--- src/rtl/rv32_mem_pkg.sv ---
// Shared encodings for the rv32i memory-access / writeback stage.
package rv32_mem_pkg;

  // Writeback source select driven by the control unit.
  localparam logic [1:0] WB_ALU  = 2'b00;
  localparam logic [1:0] WB_LOAD = 2'b01;
  localparam logic [1:0] WB_PC4  = 2'b10;
  localparam logic [1:0] WB_ALU2 = 2'b11;

  // Load funct3 encodings.
  localparam logic [2:0] F3_LB  = 3'b000;
  localparam logic [2:0] F3_LH  = 3'b001;
  localparam logic [2:0] F3_LW  = 3'b010;
  localparam logic [2:0] F3_LBU = 3'b100;
  localparam logic [2:0] F3_LHU = 3'b101;

  // Store funct3 encodings.
  localparam logic [2:0] F3_SB = 3'b000;
  localparam logic [2:0] F3_SH = 3'b001;
  localparam logic [2:0] F3_SW = 3'b010;

  typedef enum logic [1:0] {
    IDLE = 2'b00,
    REQ  = 2'b01,
    WAIT = 2'b10
  } state_t;

endpackage

--- src/rtl/load_store_align.sv ---
// Byte-lane steering for stores, extension for loads, and access legality flags.
module load_store_align
  import rv32_mem_pkg::*;
#(
  parameter int DataWidth = 32
) (
  input  logic                 is_load,
  input  logic                 is_store,
  input  logic [2:0]           funct3,
  input  logic [1:0]           addr_lo,
  input  logic [DataWidth-1:0] store_data,
  input  logic [DataWidth-1:0] rdata,
  output logic [3:0]           wmask,
  output logic [DataWidth-1:0] wdata,
  output logic [DataWidth-1:0] load_value,
  output logic                 misaligned,
  output logic                 illegal
);

  logic [7:0]  byte_s;
  logic [15:0] half_s;

  // Pick the addressed byte and halfword out of the returned load word.
  always_comb begin
    byte_s = rdata[7:0];
    case (addr_lo)
      2'b00:   byte_s = rdata[7:0];
      2'b01:   byte_s = rdata[15:8];
      2'b10:   byte_s = rdata[23:16];
      2'b11:   byte_s = rdata[31:24];
      default: byte_s = rdata[7:0];
    endcase
    if (addr_lo[1]) begin
      half_s = rdata[31:16];
    end else begin
      half_s = rdata[15:0];
    end
  end

  // Decode funct3 into lane mask / replicated data / extended result; loads win if both flags are set.
  always_comb begin
    wmask      = 4'b0000;
    wdata      = store_data;
    load_value = rdata;
    misaligned = 1'b0;
    illegal    = 1'b0;
    if (is_load) begin
      case (funct3)
        F3_LB:   load_value = {{24{byte_s[7]}}, byte_s};
        F3_LBU:  load_value = {24'h000000, byte_s};
        F3_LH: begin
          load_value = {{16{half_s[15]}}, half_s};
          misaligned = addr_lo[0];
        end
        F3_LHU: begin
          load_value = {16'h0000, half_s};
          misaligned = addr_lo[0];
        end
        F3_LW: begin
          load_value = rdata;
          misaligned = (addr_lo != 2'b00);
        end
        default: illegal = 1'b1;
      endcase
    end else if (is_store) begin
      case (funct3)
        F3_SB: begin
          wmask = 4'b0001 << addr_lo;
          wdata = {4{store_data[7:0]}};
        end
        F3_SH: begin
          wmask      = addr_lo[1] ? 4'b1100 : 4'b0011;
          wdata      = {2{store_data[15:0]}};
          misaligned = addr_lo[0];
        end
        F3_SW: begin
          wmask      = 4'b1111;
          wdata      = store_data;
          misaligned = (addr_lo != 2'b00);
        end
        default: illegal = 1'b1;
      endcase
    end else begin
      wmask = 4'b0000;
    end
  end

endmodule

--- src/rtl/memory_writeback.sv ---
// Memory-access and writeback stage: issues data-memory requests and returns
// the registered register-file write triple to decode.
module memory_writeback
  import rv32_mem_pkg::*;
#(
  parameter int DataWidth  = 32,
  parameter int RegAddress = 5
) (
  input  logic                 clk,
  input  logic                 rst,
  input  logic                 valid,
  input  logic [DataWidth-1:0] instruction,
  input  logic [DataWidth-1:0] pc_address,
  input  logic [DataWidth-1:0] alu_result,
  input  logic [DataWidth-1:0] store_data,
  input  logic                 load,
  input  logic                 store,
  input  logic                 reg_write_en_in,
  input  logic [1:0]           mem_to_reg,
  output logic                 dmem_req_valid,
  input  logic                 dmem_req_ready,
  output logic                 dmem_we,
  output logic [DataWidth-1:0] dmem_addr,
  output logic [DataWidth-1:0] dmem_wdata,
  output logic [3:0]           dmem_wmask,
  input  logic                 dmem_rsp_valid,
  input  logic [DataWidth-1:0] dmem_rdata,
  output logic                 stall,
  output logic                 reg_write_en_out,
  output logic [DataWidth-1:0] rd_wb_data,
  output logic [DataWidth-1:0] instruction_rd,
  output logic                 load_control,
  output logic                 fault
);

  localparam logic [DataWidth-1:0] PcStep = DataWidth'(4);

  state_t                 state_r;
  logic [DataWidth-1:0]   instr_r;
  logic [1:0]             addr_lo_r;
  logic                   load_r;

  logic                   idle_s;
  logic                   al_load_s;
  logic                   al_store_s;
  logic [2:0]             al_funct3_s;
  logic [1:0]             al_addr_lo_s;
  logic [3:0]             wmask_s;
  logic [DataWidth-1:0]   wdata_s;
  logic [DataWidth-1:0]   load_value_s;
  logic                   misaligned_s;
  logic                   illegal_s;
  logic                   rd_nz_s;
  logic                   latched_rd_nz_s;
  logic [DataWidth-1:0]   alu_wb_s;

  // The aligner sees the incoming instruction while idle and the latched load afterwards.
  always_comb begin
    idle_s = (state_r == IDLE);
    if (idle_s) begin
      al_load_s    = load;
      al_store_s   = store;
      al_funct3_s  = instruction[14:12];
      al_addr_lo_s = alu_result[1:0];
    end else begin
      al_load_s    = load_r;
      al_store_s   = 1'b0;
      al_funct3_s  = instr_r[14:12];
      al_addr_lo_s = addr_lo_r;
    end
    rd_nz_s         = (instruction[11:7] != {RegAddress{1'b0}});
    latched_rd_nz_s = (instr_r[11:7] != {RegAddress{1'b0}});
    if (mem_to_reg == WB_PC4) begin
      alu_wb_s = pc_address + PcStep;
    end else begin
      alu_wb_s = alu_result;
    end
  end

  load_store_align #(.DataWidth(DataWidth)) u_align (
    .is_load    (al_load_s),
    .is_store   (al_store_s),
    .funct3     (al_funct3_s),
    .addr_lo    (al_addr_lo_s),
    .store_data (store_data),
    .rdata      (dmem_rdata),
    .wmask      (wmask_s),
    .wdata      (wdata_s),
    .load_value (load_value_s),
    .misaligned (misaligned_s),
    .illegal    (illegal_s)
  );

  // Stage FSM with all outputs registered; write strobe and fault are single-cycle pulses.
  always_ff @(posedge clk) begin
    if (rst) begin
      state_r          <= IDLE;
      instr_r          <= '0;
      addr_lo_r        <= 2'b00;
      load_r           <= 1'b0;
      dmem_req_valid   <= 1'b0;
      dmem_we          <= 1'b0;
      dmem_addr        <= '0;
      dmem_wdata       <= '0;
      dmem_wmask       <= 4'b0000;
      stall            <= 1'b0;
      reg_write_en_out <= 1'b0;
      rd_wb_data       <= '0;
      instruction_rd   <= '0;
      load_control     <= 1'b0;
      fault            <= 1'b0;
    end else begin
      reg_write_en_out <= 1'b0;
      fault            <= 1'b0;
      case (state_r)
        IDLE: begin
          if (valid) begin
            instr_r   <= instruction;
            addr_lo_r <= alu_result[1:0];
            load_r    <= load;
            if (!(load || store)) begin
              if (reg_write_en_in && rd_nz_s) begin
                reg_write_en_out <= 1'b1;
                rd_wb_data       <= alu_wb_s;
                instruction_rd   <= instruction;
              end
            end else if (misaligned_s || illegal_s) begin
              fault <= 1'b1;
            end else begin
              state_r        <= REQ;
              dmem_req_valid <= 1'b1;
              dmem_we        <= !load;
              dmem_addr      <= {alu_result[DataWidth-1:2], 2'b00};
              dmem_wdata     <= wdata_s;
              dmem_wmask     <= wmask_s;
              stall          <= 1'b1;
              load_control   <= load;
            end
          end
        end
        REQ: begin
          if (dmem_req_ready) begin
            dmem_req_valid <= 1'b0;
            if (load_r) begin
              state_r <= WAIT;
            end else begin
              state_r <= IDLE;
              stall   <= 1'b0;
            end
          end
        end
        WAIT: begin
          if (dmem_rsp_valid) begin
            state_r      <= IDLE;
            stall        <= 1'b0;
            load_control <= 1'b0;
            if (latched_rd_nz_s) begin
              reg_write_en_out <= 1'b1;
              rd_wb_data       <= load_value_s;
              instruction_rd   <= instr_r;
            end
          end
        end
        default: begin
          state_r        <= IDLE;
          dmem_req_valid <= 1'b0;
          stall          <= 1'b0;
          load_control   <= 1'b0;
        end
      endcase
    end
  end

endmodule
--- config.mk ---
export PLATFORM = sky130hd
export DESIGN_NAME = memory_writeback
export DESIGN_NICKNAME = d
export VERILOG_FILES = /design/src/rtl/rv32_mem_pkg.sv /design/src/rtl/load_store_align.sv /design/src/rtl/memory_writeback.sv
export SDC_FILE = /design/constraint.sdc
export NUM_CORES = 1
export LEC_CHECK = 0
export ABC_AREA = 1
export CORE_MARGIN = 4
export CORE_UTILIZATION = 42
export DETAILED_ROUTE_END_ITERATION = 8
export PLACE_DENSITY_LB_ADDON = 0.15
export SLEW_MARGIN = 0
export SYNTH_ARGS = -nofsm -noshare
export SYNTH_HDL_FRONTEND = slang
export SYNTH_SLANG_ARGS = --single-unit
--- constraint.sdc ---
create_clock -name clk -period 1.78 [get_ports clk]
set_input_delay 0.267 -clock clk [delete_from_list [all_inputs] [get_ports clk]]
set_output_delay 0.267 -clock clk [all_outputs]
set_load 0.02 [all_outputs]
======== Yosys cells after proc, flatten, opt, wreduce, memory -nomap -nowiden ========
Index checks and enable logic that the tools add are counted.
Widths: inputs -> output; s select.
storage, ports and cells
  bits in registers ....................... 173
  input port bits ......................... 170
  output and inout bits ................... 138
  logic and storage cells ................. 127
operators by class
  add/subtract/negate cells ............... 1
  equal/unequal tests ..................... 19
  shifts and indexed selects .............. 1
  mux-type cells .......................... 63
  bitwise operators ....................... 6
  reductions and logical operators ........ 22
operators with widths
  cell                   count
  $mux 32                14
  $pmux 32 s2            3
  $pmux 32 s4            1
  $add 32x3->32 const B  1
  $pmux 8 s4             1
  $mux 1                 24
  $mux 16                1
  $reduce_and 5->1       3
  $mux 2                 7
  $ne 2x2->1 const B     7
  $mux 4                 3
  $pmux 4 s3             1
  $reduce_and 6->1       2
  $reduce_bool 5->1      2
  $pmux 1 s3             3
  $eq 2x2->1 const B     4
  $eq 3x3->1 const B     2
  $not 1->1              6
  $pmux 1 s2             3
  $pmux 2 s3             1
  $reduce_or 5->1        1
  $eq 2x1->1 const B     2
  $logic_not 2->1        2
  $ne 2x1->1 const B     2
  other kinds (14)       16

======== Logic depth before layout (Yosys ltp) ========
Gate-level depths: netlist of the first run.
  depth after elaboration ................. 12
  gate-level depth with buffers ........... 15

======== Cells and area by module ========
Synthesis of the first run repeated with hierarchy kept, for this count alone.
unflattened totals
  cell total of the unflattened synthesis .. 1439
  area, all modules ....................... 9182.6 um2
by module, submodules not included
  module            times used  cells an instance  area an instance (um2)  sequential area each (um2)
  memory_writeback  1           1137               7787.5                  3463.3
  load_store_align  1           302                1395.1                  0.0

======== Least setup slack after synthesis of the first run ========
No wires, ideal clock.
  path type ............................... register -> register
  from .................................... reg state_r[0]
  to ...................................... reg dmem_addr[26]
  setup time .............................. 0.132 ns
  data arrival time ....................... 1.672 ns
  data required time ...................... 1.648 ns
  slack ................................... -0.025 ns
  stages on the path, launching flop included .. 14
  buffers on the path ..................... 3
  clock period less this slack ............ 1.805 ns
  path through ............................ dfxtp_1 > nor2_4 > buf_6 > nand2_1 > o21ai_4 > nand2_1 > nand3_1 > nand3_2 > nand2_4 > nand2_2 > buf_6 > buf_6 > nand2_1 > a21oi_1
on the way
  longest elaborated chain between the ends .. 10
  elaborated cells between the ends (all ways) .. 25
  classes of those cells .................. eq/ne (4); mux (12); bitwise (1); reduce/logical (8)
RTL lines
  item                                      RTL line                                         source
  start, declared                           memory_writeback.sv:38                           state_t state_r;
  start signal, assigned                    memory_writeback.sv:97                           state_r <= IDLE;
  start signal, assigned                    memory_writeback.sv:130                          state_r <= REQ;
  start signal, assigned                    memory_writeback.sv:145                          state_r <= WAIT;
  $logic_not 2->1 (*)                       memory_writeback.sv:59, memory_writeback.sv:115
  $mux 3                                    memory_writeback.sv:60                           if (idle_s) begin
  $eq 3x1->1, or another cell as far along  load_store_align.sv:48, load_store_align.sv:66
  $reduce_or 3->1 (no source line)          n/a
  $mux 1                                    load_store_align.sv:66                           case (funct3)
  $mux 1                                    load_store_align.sv:65                           end else if (is_store) begin
  $mux 1                                    load_store_align.sv:47                           if (is_load) begin
  $logic_or 1x1->1                          memory_writeback.sv:127                          end else if (misaligned_s || illegal_s) begin
  $not 1->1 (no source line)                n/a
  $reduce_and 4->1 (no source line) (*)     n/a
  end signal, assigned                      memory_writeback.sv:133                          dmem_addr <= {alu_result[DataWidth-1:2], 2'b00};
  end, declared                             memory_writeback.sv:23                           output logic [DataWidth-1:0] dmem_addr,
Every way passes the cells marked *; elsewhere a longest branch is shown, timed or not.
A chain may end at the register's enable or synchronous reset.

======== Worst setup path after layout of the first run ========
  from .................................... reg state_r[1]
  to ...................................... reg dmem_wdata[26]
on the way
  longest elaborated chain between the ends .. 10
  elaborated cells between the ends (all ways) .. 28
  classes of those cells .................. eq/ne (4); mux (15); bitwise (1); reduce/logical (8)
RTL lines
  item                                      RTL line                                         source
  $logic_not 2->1 (*)                       memory_writeback.sv:59, memory_writeback.sv:115
  $mux 3                                    memory_writeback.sv:60
  $eq 3x1->1, or another cell as far along  load_store_align.sv:48, load_store_align.sv:66
  $reduce_or 3->1 (no source line)          n/a
  $mux 1                                    load_store_align.sv:66
  $mux 1                                    load_store_align.sv:65
  $mux 1                                    load_store_align.sv:47
  $logic_or 1x1->1                          memory_writeback.sv:127
  $not 1->1 (no source line)                n/a
  $reduce_and 4->1 (no source line)         n/a
  end signal, assigned                      memory_writeback.sv:134                          dmem_wdata <= wdata_s;
  end, declared                             memory_writeback.sv:24                           output logic [DataWidth-1:0] dmem_wdata,
Marked as above.

==> results of run 1 <==
## stage by stage
step | setup WS [ns] | cell area, um2 | std cells
CTS | -0.0910 | 14000 | 2032
detailed placement | -0.477 | 13200 | 1997
global route | -0.291 | 14600 | 2049
global placement | -0.515 | 13200 | 1997
floorplan | 0.00372 | 8910 | 1354
finish | -0.254 | 14600 | 2049
## kinds of logic after synthesis
| family | synth area share (%) |
|---|---|
| buf+inv | 8.03 |
| other cells | 0.0421 |
| flops | 38.9 |
| simple gates | 28.8 |
| xor+xnor | 1.67 |
| fa+ha+maj | 0.141 |
| compound gates | 22.4 |
## state kept, by name, summed over array words and instances (netlist names), 2 cells and up
register	cells
rd_wb_data	32
dmem_wmask	4
addr_lo_r	2
instr_r	32
instruction_rd	32
state_r	2
dmem_wdata	32
dmem_addr	30
## Yosys cell counts, types with 2 or more instances
cell,number
nand2_2,5
nand3_1,102
nor2_4,3
dfxtp_1,173
inv_1,75
nand3b_1,5
nor3_1,16
a21oi_1,150
inv_2,6
o211ai_1,8
nand4_1,6
o21ai_1,13
nor2_1,129
a31oi_1,46
o21ai_0,136
buf_6,4
xor2_1,13
o22ai_1,15
buf_2,16
buf_4,5
buf_1,4
or2_2,2
clkbuf_1,61
nand2_1,342
xnor2_1,4
## layout make-up
type | count | share of cell area (%)
diodes | 1 | 0.0171
clock buffers | 17 | 2.90
clock inverters | 15 | 1.19
inverters | 82 | 2.15
multi-input cells | 1011 | 35.1
flip-flops and latches | 173 | 23.7
well taps | 270 | 2.31
repair buffers | 480 | 32.7
## routing by layer
layer / routed length, um / up-vias
met4: 951 / 2
met5: 13 / -
met3: 3690 / 62
met1: 16200 / 5112
met2: 17600 / 592
li1: - / 5363
## what timing repair did
| item | CTS | global route |
|---|---|---|
| setup endpoints to repair | 109 | 137 |
| cloned | 3 | 12 |
| buffers inserted | 0 | 4 |
| gates resized for setup | 42 | 83 |
| pin swaps | 5 | 12 |
## worst register-to-register path: cells and delay by family, from the launching register on
kind,cells,cell delay [ns]
buffers and inverters,2,0.37
flip-flops,1,0.36
AND/OR/NAND/NOR,8,0.91
AO/OA/AOI/OAI,2,0.27
## worst min-delay path by stage
stage	endpoint	from	cells after the start	slack, ns
after floorplan	instr_r[14]$_SDFFE_PP0P_	instruction[14]	2	0.40
after global placement	dmem_addr[6]$_SDFFE_PP0P_	dmem_addr[6]$_SDFFE_PP0P_	2	0.45
after detailed placement	dmem_addr[20]$_SDFFE_PP0P_	dmem_addr[20]$_SDFFE_PP0P_	2	0.45
after CTS	reg_write_en_out$_SDFF_PP0_	rst	3	0.33
after global routing	rd_wb_data[21]$_SDFFE_PP0P_	rst	3	0.36
final	dmem_wdata[16]$_SDFFE_PP0P_	rst	3	0.35
## report_power, final
part | internal, mW | switching [mW]
registers | 4.80 | 0.549
logic | 5.26 | 6.96
clock network | 1.90 | 1.89
total | 12.0 | 9.41
==> impl_metrics.py, run 1 <==
metrics = {
    "sta": {
        "finClkSkew_ns": 0.0106,
        "hold_viol": 0,
        "setup_ws_ns": -0.254,
        "fin_hold_ws_ns": 0.345,
        "slew_violations": 0,
        "fin_crit_sh_pct": 114,
        "fin_crit_ns": 2.03,
        "rsz0062_at_grt": "true",
        "timing.fmax_mhz": 492,
        "setup_viol": 120,
        "tns_ns": -11.93,
    },
    "final_layout": {
        "drive_gt1_share_pct": 17.4,
        "final_common_cell": "nand2_1",
        "multi_input_area_mm2": 0.00514,
        "final_cell_mix": "nand2_1, clkdlybuf4s50_1, dfxtp_1",
        "finalNetCount": 1936,
        "final_core_util_pct": 71.2,
        "register_area_mm2": 0.00347,
        "fillers": 1772,
        "areaGrowthSynthToFinish_pct": 64.6,
    },
    "yosys": {
        "synth_seq_cells": 173,
        "postSynthCellCount": 1353,
        "ys_seq_area_share_pct": 38.9,
        "synth.top_cell.area_share_pct": 38.9,
        "synth.avg_cell_area_um2": 6.58,
        "yosys_warnings": 0,
        "synth.area.top_cells": "dfxtp_1, nand2_1, a21oi_1, o21ai_0, nand3_1",
        "yosysTopAreaCell": "dfxtp_1",
        "synth-edff-count": 0,
        "synth_cell_types": 39,
        "syn_area_mm2": 0.00890,
        "async_flop_share_pct": 0,
        "synth_top_flop_cell": "dfxtp_1",
    },
    "route": {
        "wl_mm": 38.4,
        "drc": 0,
        "ant_nets": 0,
        "via_per_inst": 5.43,
        "drt_first_pass_iters": 5,
        "wire_per_inst_um": 18.8,
        "drt_iter0_drc": 955,
        "vias": 11131,
    },
    "setup_path": {
        "crit_slowest_cell": "dfxtp_2",
        "cp-start-kind": "flip-flop",
        "rr_worst_depth": 12,
        "reg2reg_to": "dmem_wdata[26]$_SDFFE_PP0P_",
        "end_kind": "flip-flop",
        "worstSetupEndpoint": "dmem_wdata[26]$_SDFFE_PP0P_",
        "r2r_start": "state_r[1]$_SDFFE_PP0P_",
        "crit_cells": 12,
        "rrSetupSlack_ns": -0.25,
        "critPathLaunch": "state_r[1]$_SDFFE_PP0P_",
        "path_buf_inv": 2,
        "critical-path-max-stage-delay_ns": 0.36,
        "path_class": "reg2reg",
        "critPathMaxFanout": 6,
        "cp_data_required_time_ns": 2.10,
        "cp.arrival_ns": 2.35,
        "cp_top_family": "simple AND/OR/NAND/NOR gates",
        "path_cells": "nor2_4 -> buf_12 -> nand2_1 -> o21ai_2 -> nand2_2 -> nand3_4 -> nand3_4 -> nand2_8 -> nand2_8 -> clkbuf_16 -> o21ai_1 -> nor2_1",
    },
    "cts": {
        "cts_buffer_depth": 2,
        "clk_pin_slew_ns": 0.07,
        "clock_sinks": 173,
        "holdBufCountCts": 0,
        "htreeDepth": 4,
        "clkLatencyLatePin_ns": 0.44,
        "cts_root_buffer": "clkbuf_16",
        "cts_tree": "built",
        "cts-buffers-inserted": 17,
    },
    "global_route": {
        "grt_pass1_wl_mm": 55.9,
        "grt_max_degree": 107,
        "grt_use_total_pct": 29.3,
        "gr-usage-met2_pct": 45.5,
        "use_met3_pct": 6.27,
        "grt_busiest_layer": "met2",
        "antenna_found_initial": 2,
        "grt_pass1_vias": 10173,
        "met1_usage_pct": 40.9,
        "gr-total-overflow": 0,
    },
    "worst_hold_path": {
        "min_path_type": "in2reg",
    },
    "power": {
        "p_per_area_mw_per_mm2": 1460,
        "power.leakage_nw": 6.06,
        "power.total_mw": 21.4,
        "vdd_drop_max_v": 0.000904,
    },
    "placement": {
        "place.port_buffers": 305,
        "hpwl_mm": 27.2,
        "place_congestion": 1.04,
    },
    "floorplanning": {
        "dieArea_mm2": 0.0236,
        "start_util_pct": 43.3,
        "die_y_um": 154,
        "ios": 308,
        "die_x_um": 154,
        "row_count": 52,
        "core_mm2": 0.0206,
    },
    "status": {
        "violations": "setup timing",
        "status": "finished, violations left",
    },
    "run": {
        "drv_cap": 0,
    },
}
No activity file was read; power rests on OpenSTA's default activity.
==> inputs of run 2 (changes only) <==
--- a/config.mk
+++ b/config.mk
@@ -9,6 +9,7 @@
 export CORE_MARGIN = 4
 export CORE_UTILIZATION = 42
 export DETAILED_ROUTE_END_ITERATION = 8
+export GPL_TIMING_DRIVEN = 1
 export PLACE_DENSITY_LB_ADDON = 0.15
 export SLEW_MARGIN = 0
 export SYNTH_ARGS = -nofsm -noshare
==> results of run 2 <==
No change in the layout: final DEF, timing and power equal those of run 1.
